## config.mk

```make
export PLATFORM = sky130hd
export DESIGN_NAME = dmem_arbiter
export DESIGN_NICKNAME = d
export VERILOG_FILES = /design/src/rtl/dmem_arbiter_pkg.sv /design/src/rtl/dmem_fair_counter.sv /design/src/rtl/dmem_arbiter.sv
export SDC_FILE = /design/constraint.sdc
export NUM_CORES = 1
export LEC_CHECK = 0
export BUFFER_PORTS_ARGS = -buffer_cell sky130_fd_sc_hd__buf_2
export CAP_MARGIN = 20
export CORE_AREA = 10 10 221 223
export DETAILED_ROUTE_END_ITERATION = 16
export DIE_AREA = 0 0 231 233
export PLACE_DENSITY = 0.41
export SYNTH_ARGS = -nofsm -noshare
export SYNTH_HDL_FRONTEND = slang
export SYNTH_SLANG_ARGS = --single-unit
```

## constraint.sdc

```tcl
create_clock -name clk_i -period 5.48 [get_ports clk_i]
set_clock_uncertainty 0.05 [all_clocks]
set_input_delay 1.644 -clock clk_i [delete_from_list [all_inputs] [get_ports clk_i]]
set_output_delay 1.644 -clock clk_i [all_outputs]
set_load 0.01 [all_outputs]
```

## src/rtl/dmem_arbiter_pkg.sv

```systemverilog
// dmem_arbiter_pkg: shared arbiter states, memory size and the access range check
package dmem_arbiter_pkg;
  typedef enum logic {ARB_PIPE = 1'b0, ARB_FORCE = 1'b1} arb_state_t;
  localparam int DMEM_BYTES = 1024;
  localparam int DMEM_MAX_WAIT = 4;
  function automatic logic addr_err(input logic [63:0] addr, input int bytes);
    return addr > 64'(bytes - 8);
  endfunction
endpackage

```

## src/rtl/dmem_fair_counter.sv

```systemverilog
// dmem_fair_counter: counts consecutive denied loader cycles and forces one loader slot
import dmem_arbiter_pkg::*;
module dmem_fair_counter #(
  parameter int MAX_WAIT = DMEM_MAX_WAIT
) (
  input  logic clk_i,
  input  logic rst_i,
  input  logic l_req_i,
  input  logic l_gnt_i,
  output logic force_o
);
  localparam int CW = $clog2(MAX_WAIT + 1);
  arb_state_t state, state_n;
  logic [CW-1:0] cnt, cnt_n;
  // state and wait counter registers
  always_ff @(posedge clk_i) begin
    if (rst_i) begin
      state <= ARB_PIPE;
      cnt <= '0;
    end else begin
      state <= state_n;
      cnt <= cnt_n;
    end
  end
  // a forced slot always lasts one cycle; a denial grows the count until it triggers one
  always_comb begin
    state_n = ARB_PIPE;
    cnt_n = '0;
    if (state == ARB_PIPE && l_req_i && !l_gnt_i) begin
      cnt_n = (cnt == CW'(MAX_WAIT)) ? cnt : cnt + 1'b1;
      state_n = (cnt_n == CW'(MAX_WAIT)) ? ARB_FORCE : ARB_PIPE;
    end
  end
  assign force_o = state == ARB_FORCE;
endmodule

```

## src/rtl/dmem_arbiter.sv

```systemverilog
// dmem_arbiter: shares the data RAM between M stage and loader; fairness slot under DMEM_ARB_FAIRNESS_EN
import dmem_arbiter_pkg::*;
module dmem_arbiter #(
  parameter int MEM_BYTES = DMEM_BYTES
`ifdef DMEM_ARB_FAIRNESS_EN
  , parameter int MAX_WAIT = DMEM_MAX_WAIT
`endif
) (
  input  logic        clk_i,
  input  logic        rst_i,
  input  logic        p_read_i,
  input  logic        p_write_i,
  input  logic [63:0] p_addr_i,
  input  logic [63:0] p_wdata_i,
  output logic [63:0] p_rdata_o,
  output logic        p_err_o,
  output logic        p_stall_o,
  input  logic        l_req_i,
  input  logic        l_we_i,
  input  logic [63:0] l_addr_i,
  input  logic [63:0] l_wdata_i,
  output logic        l_gnt_o,
  output logic        l_rvalid_o,
  output logic [63:0] l_rdata_o,
  output logic        l_err_o,
  output logic [63:0] ram_addr_o,
  output logic [63:0] ram_wdata_o,
  output logic        ram_read_o,
  output logic        ram_write_o,
  input  logic [63:0] ram_rdata_i
);
  logic p_req, forced, p_own, pa_err, la_err;
  assign p_req = p_read_i | p_write_i;
  assign pa_err = addr_err(p_addr_i, MEM_BYTES);
  assign la_err = addr_err(l_addr_i, MEM_BYTES);
`ifdef DMEM_ARB_FAIRNESS_EN
  logic force_w;
  dmem_fair_counter #(.MAX_WAIT(MAX_WAIT)) u_fair (
    .clk_i  (clk_i),
    .rst_i  (rst_i),
    .l_req_i(l_req_i),
    .l_gnt_i(l_gnt_o),
    .force_o(force_w)
  );
  assign forced = force_w & l_req_i;
`else
  assign forced = 1'b0;
`endif
  assign p_own = p_req & !forced;
  // ownership mux; a simultaneous read+write from M is handled as a write
  always_comb begin
    l_gnt_o = l_req_i & !p_own;
    p_stall_o = forced & p_req;
    p_err_o = p_req & pa_err;
    ram_addr_o = p_own ? p_addr_i : l_gnt_o ? l_addr_i : '0;
    ram_wdata_o = p_own ? p_wdata_i : l_gnt_o ? l_wdata_i : '0;
    ram_write_o = p_own ? p_write_i & !pa_err : l_gnt_o & l_we_i & !la_err;
    ram_read_o = p_own ? !p_write_i & !pa_err : l_gnt_o & !l_we_i & !la_err;
    p_rdata_o = (p_own & !p_write_i & !pa_err) ? ram_rdata_i : '0;
  end
  // loader return is registered one cycle after its grant
  always_ff @(posedge clk_i) begin
    if (rst_i) begin
      l_rvalid_o <= 1'b0;
      l_rdata_o <= '0;
      l_err_o <= 1'b0;
    end else begin
      l_rvalid_o <= l_gnt_o & !l_we_i;
      l_rdata_o <= (l_gnt_o & !l_we_i & !la_err) ? ram_rdata_i : '0;
      l_err_o <= l_gnt_o & la_err;
    end
  end
endmodule

```

* After elaboration in Yosys (flattened, before gate mapping)
Cells that the tools add are included.
** Word-level totals
- Flip-flop bits (word level) :: 66
- Bits in latches :: 0
- Memory bits (writable) :: 0
- ROM bits :: 0
- Bits of input ports :: 326
- Output and inout bits :: 263
- Logic and storage cells :: 31
- Memories kept :: 0
** Cells by class
- $add $sub $neg :: 0
- Multiply operators :: 0
- Divide/modulo/power cells :: 0
- Magnitude comparators :: 2
- Equality and inequality tests :: 0
- Shift-type cells :: 0
- Muxes and demuxes :: 7
- Bitwise logic cells :: 13
- Reduce and logical (&&, ||, !) cells :: 6
** Operators by type and width (number)
- $mux 64 :: 5
- $gt 64x10->1 const B :: 2
- $and 1x1->1 :: 11
- $logic_not 1->1 :: 5
- $mux 1 :: 2
- $reduce_or 2->1 :: 1
- $not 1->1 :: 1
- $or 1x1->1 :: 1

* Longest topological paths before layout
- Depth after elaboration :: 7
- Depth in mapped cells :: 7
- Depth with buffers taken out :: 4

* Least setup slack after synthesis
Ideal clock, no wire load.
- Kind :: input to output
- Start :: input p_addr_i[46]
- End :: output p_rdata_o[24]
- Arrival :: 3.190 ns
- Required time :: 3.786 ns
- Setup slack :: 0.596 ns
- Stages :: 7
- Buffers on the path :: 3
- Path through :: nor4_1 nand2_1 or4_1 clkbuf_1 buf_4 buf_6 nor3_1
** On the way
- Cells in the longest elaborated chain, start to end :: 4
** RTL lines
- start, declared :: line dmem_arbiter.sv:13 : input logic [63:0] p_addr_i,
- $gt 64x10->1 :: line dmem_arbiter_pkg.sv:7 : return addr > 64'(bytes - 8);
- $logic_not 1->1 :: line dmem_arbiter.sv:59 : p_rdata_o = (p_own & !p_write_i & !pa_err) ? ram_rdata_i : '0;
- $and 1x1->1 :: line dmem_arbiter.sv:59
- $mux 64 :: line dmem_arbiter.sv:59
- end, declared :: line dmem_arbiter.sv:15 : output logic [63:0] p_rdata_o,
No other way between the ends.

* Worst setup path after layout
- Start :: input p_addr_i[57]
- End :: output p_rdata_o[35]
The elaborated chain is that of the path after synthesis.

==> results by group <==
Status
  – Status: complete, no violations

Placed design
  – Pre-CTS setup slack: -62.87 ps
  – # port buffers: 587
  – Post-DP HPWL: around 35,000 um
  – Routability cong.: between 0.9 and 1
  – Dpl cell area: 0.008564 sq mm

Timing
  – Slew @ Worst Pin: 874.0 ps
  – RSZ-0062 raised after global routing: no
  – Final min period: 5320 ps
  – Slew margin rel.: 0.4173
  – Post-route setup slack: ~160 ps
  – F_max: 188.0 MHz
  – Final hold slack: 1485 ps
  – # setup viols final: 0
  – Crit share post-route: 0.9707
  – Hold Vio Cnt, Final: 0
  – Final Max Tran Viols: 0

Power
  – Logic pwr share: 0.315
  – Sw power: about 500 uW
  – Total power: 1465 uW
  – Clock network fraction of design power: 0.357
  – Sw Ratio: 0.3385
  – Cell internal pwr: 969.2 uW
  – LEAKAGE: 0.004668 uW
  – Pwr Density: between 150 and 200 mW/mm^2
  – Seq pwr share: 0.328
  – Peak supply drop: roughly 95 uV

Floorplan
  – Num rows: a little under 80
  – Initial core utilization: 0.1124
  – Die Span Y: roughly 230 um
  – IO Pins: 589
  – Full die area: 0.05382 sq mm
  – Core Footprint: approximately 0.044 sq mm
  – Die Width: 231 um

Hold path
  – HP Start: ram_rdata_i[28]
  – Hold Crit Depth: 3
  – Class of the most critical hold timing path: input pin to flip-flop

Routing
  – Post-DRT Antenna Nets: 0
  – Wire length per cell: just under 20 um
  – DRC Markers: 0
  – First-pass DRT Iterations: 5
  – Vias/cell: 3.930
  – Starting DRT DRC Count: 343
  – Total number of vias: 7,828
  – Routed Wire Length: roughly 39,000 um

Job
  – Max-Cap Viols: 0

Critical path
  – Critical Path RT: 3790 ps
  – CP endpoint kind: output pin
  – Worst Setup SP: p_addr_i[57]
  – Critical path startpoint category: input pin
  – CP arrival: 3630 ps
  – Crit path max fanout: 67
  – Crit path kind: input pin to output pin

Final layout
  – Layout cells sized above 1: 0.4893
  – Final non-filler cell area: 0.008909 sq mm
  – Nets: 1,717
  – Area grow syn2layout: 79.66%

Yosys
  – Avg Cell Area, Syn: 5.847 sq um
  – Syn nets: roughly 1.2k
  – Warnings from Yosys: 0
  – Synth area leader: dfxtp_1
  – Yosys top cell area share: 0.2665
  – Sequential cell area fraction in the yosys report: 0.2665
  – Synth Instances: roughly 850
  – #FFs+latches synth: 66
  – Synth Cell Area: 0.004959 sq mm
  – Synth cell types: 25
  – Area contributors post-synth: dfxtp_1, nand2_1, o21ai_0

Clocking
  – Hold_buf cts: 0
  – H-tree depth: 3
  – Post-CTS setup buffer count: 0
  – Worst-path clk slew: roughly 60 ps
  – Root Buffer: clkbuf_16
  – Maximum root-to-sink buffer count: 2
  – Sink Count: 66
  – Num CTS Buffers: 9
  – CTS tree: built

Global route
  – Gr usage total: 0.1360
  – Global route total overflow: 0
  – Largest net degree at the start of global routing: 83
  – Number of global-route vias before repair: 7,912
  – First-pass GRT wire length: about 55,000 um
  – Initial antenna violation count: 11
through the flow:
stage          instances  setup TNS [ps]  utilization
6_report            1992               0       0.2019
2_1_floorplan        848               0            -
3_3_place_gp        1972          -481.1       0.1941
4_1_cts             1988               0       0.2003
5_1_grt             1989               0       0.2017
3_5_place_dp        1972           -1585       0.1941
registers in the layout (all words and copies together) (netlist names):
register,count
l_rvalid_o,1
l_rdata_o,64
l_err_o,1
area by class of cell:
type | count | area, sq um
Inverter | 66 | 247.7
Clock buffer | 11 | 232.7
Fill cell | 5188 | 35220
Tap cell | 592 | 740.7
Timing Repair Buffer | 613 | 3211
Sequential cell | 66 | 1321
Clock inverter | 5 | 31.28
Multi-Input combinational cell | 635 | 3114
Antenna cell | 4 | 10.01
logic make-up after synthesis:
logic type | after synthesis | share of synthesized area
AO/OA/AOI/OAI | 132 | 0.1368
buffers and inverters | 147 | 0.1236
AND/OR/NAND/NOR | 502 | 0.4724
other | 1 | 0.0007563
flip-flops | 66 | 0.2665
cell usage in the layout, fill, tap and decap left out, types with 2 or more instances in the layout:
cell type and count:
clkinv_2 3, buf_12 6, nor2_1 3, nand2_1 323
nor4_2 2, inv_1 66, nand4_1 7, nor3_2 48
nand3_1 2, nor4_1 24, o21ai_0 128, buf_2 586
dfxtp_1 66, or4_4 2, buf_4 21, clkbuf_16 9
o21a_1 2, clkbuf_1 2, diode_2 4, nor3_1 85
final timing paths:
kind,endpoint,slack (ps)
worst min-delay path,l_rdata_o[28]$_SDFF_PP0_,1490
worst max-delay path,p_rdata_o[35],160
per-layer routing:
metal / vias up / share of wire / global-route usage
met5: - / 0.00086 / 0
met4: 6 / 0.019 / 0.03679
met3: 32 / 0.096 / 0.04916
met2: 406 / 0.50 / 0.2420
met1: 3537 / 0.38 / 0.1497
li1: 3847 / - / -
synthesized netlist by cell type:
master,count
nor2_1,3
or4_1,2
nor3_2,36
nand2_1,324
nor4_1,26
o22ai_1,1
buf_4,2
nand4_1,7
buf_2,1
or3b_2,1
clkbuf_1,65
nand3_1,2
dfxtp_1,66
or2_2,1
o21a_1,2
inv_1,66
nor3_1,97
nand3b_1,1
or3_1,1
buf_1,6
and4_1,1
o32ai_2,1
conb_1,1
buf_6,7
o21ai_0,128
critical path: stages:
cell and delay, ps:
buf_2 110, nor4_2 310, buf_4 170, nand4_1 160
or4_4 550, buf_12 200, nor3_1 220, buf_2 160
power groups by stage:
stage / sequential [uW] / combinational (uW) / clock [uW]
CTS: 480 / 471 / 545
finish: 480 / 461 / 524
floorplan: 491 / 164 / 0
global placement: 491 / 467 / 0
detailed placement: 491 / 469 / 0
global route: 480 / 505 / 563
repair_timing:
action,4_1_cts,5_1_grt
endpoints found under the setup margin,61,65
gates cloned,0,0
gates resized for setup,2,12
No activity file was read; power rests on OpenSTA's default activity.
